`config.mk`:
```
export PLATFORM = sky130hd
export DESIGN_NAME = keypad_lock_ctrl_flat
export DESIGN_NICKNAME = d
export VERILOG_FILES = /design/src/rtl/keypad_lock_ctrl_pkg.sv /design/src/rtl/keypad_lock_ctrl_if.sv /design/src/rtl/keypad_lock_ctrl_buzzer.sv /design/src/rtl/keypad_lock_ctrl.sv /design/src/flat_wrapper.sv
export SDC_FILE = /design/constraint.sdc
export NUM_CORES = 1
export LEC_CHECK = 0
export BUFFER_PORTS_ARGS = -buffer_cell sky130_fd_sc_hd__buf_4
export CORE_UTILIZATION = 25
export DETAILED_ROUTE_END_ITERATION = 10
export SKIP_LAST_GASP = 1
export SYNTH_ARGS = -nofsm -noshare
export SYNTH_HDL_FRONTEND = slang
export SYNTH_SLANG_ARGS = --single-unit
```
`constraint.sdc`:
```
create_clock -name clk -period 4.1 [get_ports clk]
set_input_delay 0.41 -clock clk [delete_from_list [all_inputs] [get_ports clk]]
set_output_delay 0.41 -clock clk [all_outputs]
set_load 0.05 [all_outputs]
```
`src/rtl/keypad_lock_ctrl_pkg.sv`:
```
// Shared types and constants for the keypad combination-lock controller:
// key codes, decoded-key / state / buzzer-pattern enums, display glyphs.
package keypad_pkg;

    localparam logic [15:0] OH_D0     = 16'h0008;
    localparam logic [15:0] OH_D1     = 16'h0080;
    localparam logic [15:0] OH_D2     = 16'h0040;
    localparam logic [15:0] OH_D3     = 16'h0020;
    localparam logic [15:0] OH_D4     = 16'h0800;
    localparam logic [15:0] OH_D5     = 16'h0400;
    localparam logic [15:0] OH_D6     = 16'h0200;
    localparam logic [15:0] OH_D7     = 16'h8000;
    localparam logic [15:0] OH_D8     = 16'h4000;
    localparam logic [15:0] OH_D9     = 16'h2000;
    localparam logic [15:0] OH_ENTER  = 16'h0001;
    localparam logic [15:0] OH_CLEAR  = 16'h1000;
    localparam logic [15:0] OH_MASTER = 16'h0100;

    localparam logic [3:0] BLANK      = 4'hF;
    localparam logic [3:0] OPEN_GLYPH = 4'hA;

    // Digit keys carry their own BCD value so the datapath can use the enum directly.
    typedef enum logic [3:0] {
        K_D0 = 4'd0, K_D1 = 4'd1, K_D2 = 4'd2, K_D3 = 4'd3, K_D4 = 4'd4,
        K_D5 = 4'd5, K_D6 = 4'd6, K_D7 = 4'd7, K_D8 = 4'd8, K_D9 = 4'd9,
        K_ENTER = 4'd10, K_CLEAR = 4'd11, K_MASTER = 4'd12, K_NONE = 4'd15
    } key_e;

    typedef enum logic [1:0] {ST_ENTRY, ST_OPEN, ST_LOCKOUT} state_e;

    typedef enum logic [1:0] {PAT_KEY, PAT_OK, PAT_FAIL} pat_e;

    function automatic key_e decode_key(input logic [15:0] oh);
        case (oh)
            OH_D0:     return K_D0;
            OH_D1:     return K_D1;
            OH_D2:     return K_D2;
            OH_D3:     return K_D3;
            OH_D4:     return K_D4;
            OH_D5:     return K_D5;
            OH_D6:     return K_D6;
            OH_D7:     return K_D7;
            OH_D8:     return K_D8;
            OH_D9:     return K_D9;
            OH_ENTER:  return K_ENTER;
            OH_CLEAR:  return K_CLEAR;
            OH_MASTER: return K_MASTER;
            default:   return K_NONE;
        endcase
    endfunction

    function automatic logic [7:0] to_bcd(input logic [6:0] v);
        logic [6:0] tens;
        logic [6:0] ones;
        tens = v / 7'd10;
        ones = v - tens * 7'd10;
        return {tens[3:0], ones[3:0]};
    endfunction

endpackage

```
`src/rtl/keypad_lock_ctrl_if.sv`:
```
// Keypad-side inputs and display/status outputs of the lock controller.
interface keypad_lock_ctrl_if #(
    parameter int DIGITS = 4
) ();
    localparam int TW = $clog2(DIGITS + 1);

    logic                  tick_1hz;
    logic [15:0]           onehot;
    logic [4*DIGITS-1:0]   binary;
    logic [TW-1:0]         times;
    logic [3:0]            tries;
    logic                  locked;
    logic                  unlocked;
    logic                  buzzer;

    modport master (
        output tick_1hz, onehot,
        input  binary, times, tries, locked, unlocked, buzzer
    );

    modport slave (
        input  tick_1hz, onehot,
        output binary, times, tries, locked, unlocked, buzzer
    );
endinterface

```
`src/rtl/keypad_lock_ctrl_buzzer.sv`:
```
// Buzzer pattern generator: a start pulse loads duration and half-period
// down-counters for the chosen pattern; the fail pattern mutes its middle third.
module buzzer_pattern_gen
    import keypad_pkg::*;
#(
    parameter int KEY_HALF  = 50000,
    parameter int OK_HALF   = 25000,
    parameter int FAIL_HALF = 100000,
    parameter int KEY_LEN   = 10000000,
    parameter int OK_LEN    = 30000000,
    parameter int FAIL_LEN  = 15000000
) (
    input  logic clk,
    input  logic rst_n,
    input  logic i_start,
    input  pat_e i_pat,
    output logic o_buzzer
);
    localparam int HALF_MAX = (KEY_HALF > OK_HALF) ?
                              ((KEY_HALF > FAIL_HALF) ? KEY_HALF : FAIL_HALF) :
                              ((OK_HALF > FAIL_HALF) ? OK_HALF : FAIL_HALF);
    localparam int LEN_MAX  = (KEY_LEN > OK_LEN) ?
                              ((KEY_LEN > FAIL_LEN) ? KEY_LEN : FAIL_LEN) :
                              ((OK_LEN > FAIL_LEN) ? OK_LEN : FAIL_LEN);
    localparam int HW = $clog2(HALF_MAX);
    localparam int DW = $clog2(LEN_MAX);

    localparam logic [HW-1:0] KEY_HALF_M1  = HW'(KEY_HALF - 1);
    localparam logic [HW-1:0] OK_HALF_M1   = HW'(OK_HALF - 1);
    localparam logic [HW-1:0] FAIL_HALF_M1 = HW'(FAIL_HALF - 1);
    localparam logic [DW-1:0] KEY_LEN_M1   = DW'(KEY_LEN - 1);
    localparam logic [DW-1:0] OK_LEN_M1    = DW'(OK_LEN - 1);
    localparam logic [DW-1:0] FAIL_LEN_M1  = DW'(FAIL_LEN - 1);
    // Remaining-count window equivalent to elapsed cycles [LEN/3, 2*(LEN/3)).
    localparam logic [DW-1:0] MUTE_HI = DW'(FAIL_LEN - 1 - FAIL_LEN / 3);
    localparam logic [DW-1:0] MUTE_LO = DW'(FAIL_LEN - 2 * (FAIL_LEN / 3));

    logic          r_active;
    logic          r_tone;
    logic [DW-1:0] r_dur;
    logic [HW-1:0] r_half;
    pat_e          r_pat;

    logic [DW-1:0] w_load_dur;
    logic [HW-1:0] w_load_half;
    logic [HW-1:0] w_reload_half;
    logic          w_mute;

    always_comb begin
        w_load_dur    = KEY_LEN_M1;
        w_load_half   = KEY_HALF_M1;
        w_reload_half = KEY_HALF_M1;
        case (i_pat)
            PAT_OK:   begin w_load_dur = OK_LEN_M1;   w_load_half = OK_HALF_M1;   end
            PAT_FAIL: begin w_load_dur = FAIL_LEN_M1; w_load_half = FAIL_HALF_M1; end
            default:  ;
        endcase
        case (r_pat)
            PAT_OK:   w_reload_half = OK_HALF_M1;
            PAT_FAIL: w_reload_half = FAIL_HALF_M1;
            default:  ;
        endcase
    end

    always_ff @(posedge clk) begin
        if (!rst_n) begin
            r_active <= 1'b0;
            r_tone   <= 1'b0;
            r_dur    <= '0;
            r_half   <= '0;
            r_pat    <= PAT_KEY;
        end else if (i_start) begin
            r_active <= 1'b1;
            r_tone   <= 1'b1;
            r_dur    <= w_load_dur;
            r_half   <= w_load_half;
            r_pat    <= i_pat;
        end else if (r_active) begin
            if (r_dur == '0) begin
                r_active <= 1'b0;
                r_tone   <= 1'b0;
            end else begin
                r_dur <= r_dur - DW'(1);
                if (r_half == '0) begin
                    r_tone <= ~r_tone;
                    r_half <= w_reload_half;
                end else begin
                    r_half <= r_half - HW'(1);
                end
            end
        end
    end

    assign w_mute   = (r_pat == PAT_FAIL) && (r_dur <= MUTE_HI) && (r_dur >= MUTE_LO);
    assign o_buzzer = r_tone & ~w_mute;

endmodule

```
`src/rtl/keypad_lock_ctrl.sv`:
```
// Keypad combination lock: digit entry, code compare, failed-try lockout with
// seconds countdown on the display, and buzzer pattern requests.
//   state      | meaning
//   ST_ENTRY   | collecting digits, ENTER compares against CODE
//   ST_OPEN    | code accepted, display shows OPEN_GLYPH, unlocked high
//   ST_LOCKOUT | too many failures, counting down seconds, only MASTER exits
module keypad_lock_ctrl
    import keypad_pkg::*;
#(
    parameter int                  DIGITS    = 4,
    parameter logic [4*DIGITS-1:0] CODE      = 16'h0246,
    parameter int                  MAX_TRIES = 6,
    parameter int                  LOCK_SECS = 60,
    parameter int                  KEY_HALF  = 50000,
    parameter int                  OK_HALF   = 25000,
    parameter int                  FAIL_HALF = 100000,
    parameter int                  KEY_LEN   = 10000000,
    parameter int                  OK_LEN    = 30000000,
    parameter int                  FAIL_LEN  = 15000000
) (
    input logic               clk,
    input logic               rst_n,
    keypad_lock_ctrl_if.slave bus
);
    localparam int TW = $clog2(DIGITS + 1);
    localparam int RW = $clog2(LOCK_SECS + 1);
    localparam logic [4*DIGITS-1:0] ALL_BLANK = {DIGITS{BLANK}};

    state_e              r_state, w_state_nxt;
    logic [4*DIGITS-1:0] r_entry, w_entry_nxt;
    logic [TW-1:0]       r_times, w_times_nxt;
    logic [3:0]          r_tries, w_tries_nxt;
    logic [RW-1:0]       r_remain, w_remain_nxt;
    key_e                r_prev_key;

    key_e                w_key;
    logic                w_press;
    logic [3:0]          w_digit;
    logic                w_is_digit;
    logic [3:0]          w_tries_inc;
    logic                w_req_key, w_req_ok, w_req_fail;
    logic                w_buzz_start;
    pat_e                w_buzz_pat;
    logic [4*DIGITS-1:0] w_lock_disp;

    always_comb begin
        w_key       = decode_key(bus.onehot);
        w_press     = (w_key != K_NONE) && (w_key != r_prev_key);
        w_digit     = 4'(w_key);
        w_is_digit  = (w_digit < 4'd10);
        w_tries_inc = (r_tries == 4'hF) ? 4'hF : r_tries + 4'd1;
    end

    always_comb begin
        w_state_nxt  = r_state;
        w_entry_nxt  = r_entry;
        w_times_nxt  = r_times;
        w_tries_nxt  = r_tries;
        w_remain_nxt = r_remain;
        w_req_key    = 1'b0;
        w_req_ok     = 1'b0;
        w_req_fail   = 1'b0;
        case (r_state)
            ST_ENTRY: begin
                if (w_press && w_is_digit) begin
                    if (r_times != TW'(DIGITS)) begin
                        w_entry_nxt = {r_entry[4*DIGITS-5:0], w_digit};
                        w_times_nxt = r_times + TW'(1);
                        w_req_key   = 1'b1;
                    end
                end else if (w_press) begin
                    case (w_key)
                        K_CLEAR, K_MASTER: begin
                            w_entry_nxt = ALL_BLANK;
                            w_times_nxt = '0;
                            w_req_key   = 1'b1;
                            if (w_key == K_MASTER) w_tries_nxt = '0;
                        end
                        K_ENTER: begin
                            if (r_times == TW'(DIGITS)) begin
                                if (r_entry == CODE) begin
                                    w_state_nxt = ST_OPEN;
                                    w_req_ok    = 1'b1;
                                end else begin
                                    w_entry_nxt = ALL_BLANK;
                                    w_times_nxt = '0;
                                    w_tries_nxt = w_tries_inc;
                                    w_req_fail  = 1'b1;
                                    if (w_tries_inc >= 4'(MAX_TRIES)) begin
                                        w_state_nxt  = ST_LOCKOUT;
                                        w_remain_nxt = RW'(LOCK_SECS);
                                    end
                                end
                            end
                        end
                        default: ;
                    endcase
                end
            end
            ST_OPEN: begin
                if (w_press && (w_key == K_CLEAR || w_key == K_MASTER)) begin
                    w_state_nxt = ST_ENTRY;
                    w_entry_nxt = ALL_BLANK;
                    w_times_nxt = '0;
                    w_tries_nxt = '0;
                    w_req_key   = 1'b1;
                end
            end
            ST_LOCKOUT: begin
                // MASTER takes precedence over a coincident second tick.
                if (w_press && w_key == K_MASTER) begin
                    w_state_nxt = ST_ENTRY;
                    w_entry_nxt = ALL_BLANK;
                    w_times_nxt = '0;
                    w_tries_nxt = '0;
                end else if (bus.tick_1hz) begin
                    if (r_remain <= RW'(1)) begin
                        w_state_nxt  = ST_ENTRY;
                        w_entry_nxt  = ALL_BLANK;
                        w_tries_nxt  = '0;
                        w_remain_nxt = '0;
                    end else begin
                        w_remain_nxt = r_remain - RW'(1);
                    end
                end
            end
            default: w_state_nxt = ST_ENTRY;
        endcase
    end

    always_ff @(posedge clk) begin
        if (!rst_n) begin
            r_state    <= ST_ENTRY;
            r_entry    <= ALL_BLANK;
            r_times    <= '0;
            r_tries    <= '0;
            r_remain   <= '0;
            r_prev_key <= K_NONE;
        end else begin
            r_state    <= w_state_nxt;
            r_entry    <= w_entry_nxt;
            r_times    <= w_times_nxt;
            r_tries    <= w_tries_nxt;
            r_remain   <= w_remain_nxt;
            r_prev_key <= w_key;
        end
    end

    assign w_buzz_start = w_req_fail | w_req_ok | w_req_key;
    assign w_buzz_pat   = w_req_fail ? PAT_FAIL : (w_req_ok ? PAT_OK : PAT_KEY);

    buzzer_pattern_gen #(
        .KEY_HALF  (KEY_HALF),
        .OK_HALF   (OK_HALF),
        .FAIL_HALF (FAIL_HALF),
        .KEY_LEN   (KEY_LEN),
        .OK_LEN    (OK_LEN),
        .FAIL_LEN  (FAIL_LEN)
    ) u_buzzer (
        .clk      (clk),
        .rst_n    (rst_n),
        .i_start  (w_buzz_start),
        .i_pat    (w_buzz_pat),
        .o_buzzer (bus.buzzer)
    );

    always_comb begin
        w_lock_disp      = ALL_BLANK;
        w_lock_disp[7:0] = to_bcd(7'(r_remain));
    end

    assign bus.binary   = (r_state == ST_OPEN)    ? {DIGITS{OPEN_GLYPH}} :
                          (r_state == ST_LOCKOUT) ? w_lock_disp : r_entry;
    assign bus.times    = r_times;
    assign bus.tries    = r_tries;
    assign bus.locked   = (r_state == ST_LOCKOUT);
    assign bus.unlocked = (r_state == ST_OPEN);

endmodule

```
`src/flat_wrapper.sv`:
```
// flat-port wrapper written by rule: the top's interface ports become plain ports
module keypad_lock_ctrl_flat import keypad_pkg::*;
#(
    parameter int                  DIGITS    = 4,
    parameter logic [4*DIGITS-1:0] CODE      = 16'h0246,
    parameter int                  MAX_TRIES = 6,
    parameter int                  LOCK_SECS = 60,
    parameter int                  KEY_HALF  = 50000,
    parameter int                  OK_HALF   = 25000,
    parameter int                  FAIL_HALF = 100000,
    parameter int                  KEY_LEN   = 10000000,
    parameter int                  OK_LEN    = 30000000,
    parameter int                  FAIL_LEN  = 15000000
)
  (clk, rst_n, bus_tick_1hz, bus_onehot, bus_binary, bus_times, bus_tries, bus_locked, bus_unlocked, bus_buzzer);
  keypad_lock_ctrl_if #(.DIGITS(DIGITS)) bus_i ();
  input logic clk;
  input logic rst_n;
  input wire logic [$bits(bus_i.tick_1hz)-1:0] bus_tick_1hz;
  input wire logic [$bits(bus_i.onehot)-1:0] bus_onehot;
  output wire logic [$bits(bus_i.binary)-1:0] bus_binary;
  output wire logic [$bits(bus_i.times)-1:0] bus_times;
  output wire logic [$bits(bus_i.tries)-1:0] bus_tries;
  output wire logic [$bits(bus_i.locked)-1:0] bus_locked;
  output wire logic [$bits(bus_i.unlocked)-1:0] bus_unlocked;
  output wire logic [$bits(bus_i.buzzer)-1:0] bus_buzzer;
  assign bus_i.tick_1hz = bus_tick_1hz;
  assign bus_i.onehot = bus_onehot;
  assign bus_binary = bus_i.binary;
  assign bus_times = bus_i.times;
  assign bus_tries = bus_i.tries;
  assign bus_locked = bus_i.locked;
  assign bus_unlocked = bus_i.unlocked;
  assign bus_buzzer = bus_i.buzzer;
  keypad_lock_ctrl #(.DIGITS(DIGITS), .CODE(CODE), .MAX_TRIES(MAX_TRIES), .LOCK_SECS(LOCK_SECS), .KEY_HALF(KEY_HALF), .OK_HALF(OK_HALF), .FAIL_HALF(FAIL_HALF), .KEY_LEN(KEY_LEN), .OK_LEN(OK_LEN), .FAIL_LEN(FAIL_LEN)) u_core (.clk(clk), .rst_n(rst_n), .bus(bus_i));
endmodule
```
==> metrics.yaml <==
status:
  status: "finished, final reports clean"
global_routing:
  grt_util_met1_pct: 19.7
  grt.busiest_layer: "met2"
  antenna_found_initial: 0
  met3_usage_pct: 2.08
  grt_max_degree: 41
  grtUsageMet2_pct: 21.8
  grt_pass1_wl_um: 27900
  grt_overflow: 0
  grtUsageTotal_pct: 14.0
  grt_pass1_vias: 5455
final_layout:
  syn_to_final_growth_pct: 17.2
  post-route-util_pct: 30.3
  drive_above_1_share_pct: 14.3
  antenna_cells: 0
  layout.nets: 855
  layoutNonFillerInstCount: 1131
critical_path:
  path_class: "reg2out"
  crit_fanout: 9
  cp.arrival_ps: 3450
  rr_startpoint: "u_core.u_buzzer.r_half[0]"
  cp-end-kind: "primary output"
  worstPathRequired_ps: 3690
  crit_start: "u_core.r_remain[3]"
  crit_path_start_kind: "flip-flop"
timing:
  setup_ws_ps: 241
  worstMarginPinSlew_ps: 812
  maxSlewViolCount: 0
  fin_crit_ps: 3860
  fin_crit_sh_pct: 94.1
  whs_ps: 465
  final_hold_viol_count: 0
  tns_ps: 0
  setup_viol: 0
  rsz0062_at_grt: "false"
  fin_worst_skew_ps: 8.79
  clock.fmax_mhz: 259
  max_slew_margin_pct: 45.4
power_and_ir_drop:
  switchingPower_mw: 0.400
  intPower_mw: 1.41
  swShare_pct: 22.1
  pwr-share-clk_pct: 52.0
  p_leak_nw: 2.60
  peakVddDrop_mv: 0.246
  pwr-share-seq_pct: 43.5
  p_per_area_nw_per_um2: 261
  p_comb_share_pct: 4.6
yosys:
  synth_enable_flop_cells: 0
  ys_seq_area_share_pct: 27.4
  yosys-top-cells-count: "89 x nor2_1, 81 x dfxtp_1, 71 x nand2_1"
  yosys_warnings: 0
  syn_nets: 825
  syn_area_sq_um: 5910
  yosysMostFrequentCell: "nor2_1"
  synth.distinct_cells: 83
  syn_inst: 783
  async_flop_share_pct: 0
  synthTopCellsByArea: "dfxtp_1 27%, nor2_1 5.6%, a21oi_1 4.9%, ha_1 4.7%, nand2_1 4.5%"
  synth_top_area_cell: "dfxtp_1"
  synth_ff_type: "dfxtp_1"
  synth.avg_cell_area_sq_um: 7.55
  yosys.area.top_type_share_pct: 27.4
  ys_ff_latch: 81
cts:
  htree_levels: 3
  clock_tree.root_cell: "clkbuf_16"
  clk_pin_slew_ps: 60
  numCtsBuffers: 9
  postCtsSetupBuffers: 0
  cts_tree: "built"
  ctsHoldBuffers: 0
  numClockSinks: 81
  clk_latency_ps: 340
  cts.path.max_buffers: 2
route:
  routed_wl_um: 16600
  post_drt_via_cell_ratio: 5.24
  antenna_left: 0
  wl_per_cell_um: 14.7
  route.detailed.drc: 0
  drt_iter0_markers: 427
  dr.pass1.iters: 5
  vias: 5926
floorplan:
  io_pins: 45
  initial_core_util_pct: 25.8
  fp-row-count: 55
  core_sq_um: 22900
  chipWidth_um: 156
  die_height_um: 156
  die-area_sq_um: 24300
placement:
  dpl.hpwl_um: 12100
  port_buffers: 44
  routabilityCongestion: 0.857
  dp_cells: 1115
  detailedPlace.worstSlack_ps: 350
job:
  cap_violations: 0
worst_hold_path:
  hold_class: "in2reg"
  hp-start: "rst_n"
==> through the flow <==
stage                     cell area [sq um]  power (mW)
after global routing                   6930        1.87
after detailed placement               6570       0.886
after floorplan                        5910       0.858
after CTS                              6920        1.82
after global placement                 6570       0.886
final                                  6930        1.81
==> area by class of cell <==
class	instances	area (sq um)
sequential	81	1620
timing repair buffer	62	465
clock buffer	9	225
fill	2436	16000
clock inverter	7	118
multi-input combinational	618	3960
tap	313	392
inverter	41	154
==> power groups by stage <==
stage	combinational (mW)	clock [mW]	sequential (mW)
floorplan	0.0531	0	0.805
global placement	0.0815	0	0.805
detailed placement	0.0817	0	0.805
CTS	0.0819	0.950	0.787
global route	0.0905	0.988	0.786
finish	0.0829	0.941	0.787
==> critical path, cell delays in order (launching register included) <==
cell and delay (ps):
dfxtp_2 360, nand2b_2 250, nand2_1 90, nand2_1 90, a21oi_4 190, ha_1 250, nor3b_2 170, o22ai_1 110
a221o_1 230, ha_1 160, inv_1 40, fa_1 370, xnor2_1 190, xnor2_1 140, nand2_1 70, o211ai_1 150
buf_4 240
==> cell usage in the layout (no fill, tap or decap), types with 12 or more instances in the layout <==
master and instances:
ha_1 22, a31oi_1 15, dfxtp_1 80, xor2_1 21, nor4_1 32, nand2_1 71, buf_4 62, a21oi_1 57
xnor2_1 19, o22ai_1 12, nor2_1 89, nor3_1 31, inv_1 41, nand3_1 27, o21ai_0 37
==> final timing paths <==
check	cells after the start	end	slack [ps]
worst max register to register	10	u_core.u_buzzer.r_half[15]	880
worst max-delay path	16	bus_binary[3]	240
worst min-delay path	2	u_core.r_prev_key[3]	470
worst min register to register	2	u_core.u_buzzer.r_dur[18]	490
==> sequential cells by signal, summed over array words and instances, names as in the netlist <==
register and cells:
u_core.u_buzzer.r_tone 1, u_core.u_buzzer.r_active 1, u_core.bus.tries 4, u_core.r_entry 16, u_core.r_prev_key 4, u_core.u_buzzer.r_dur 25, u_core.u_buzzer.r_half 17, u_core.r_remain 6
u_core.u_buzzer.r_pat 2, u_core.r_state 2, u_core.bus.times 3
==> routing by layer <==
layer,up-vias,wire (um)
met4,0,267
li1,2933,-
met2,153,7450
met1,2815,8230
met3,25,649
met5,-,0
==> timing repair <==
action | CTS | global route
gates resized for setup | 2 | 4
gates cloned | 0 | 0
endpoints found under the hold margin | 0 | 0
setup endpoints to repair | 1 | 2
==> cells by family after synthesis <==
| logic type | Yosys count | synth area share, % |
|---|---|---|
| compound gates | 207 | 23.7 |
| simple gates | 337 | 30.0 |
| flops | 81 | 27.4 |
| xor+xnor | 40 | 5.92 |
| buf+inv | 84 | 6.05 |
| mux | 11 | 1.86 |
| fa+ha+maj | 23 | 4.99 |
No activity file was read; power rests on OpenSTA's default activity.
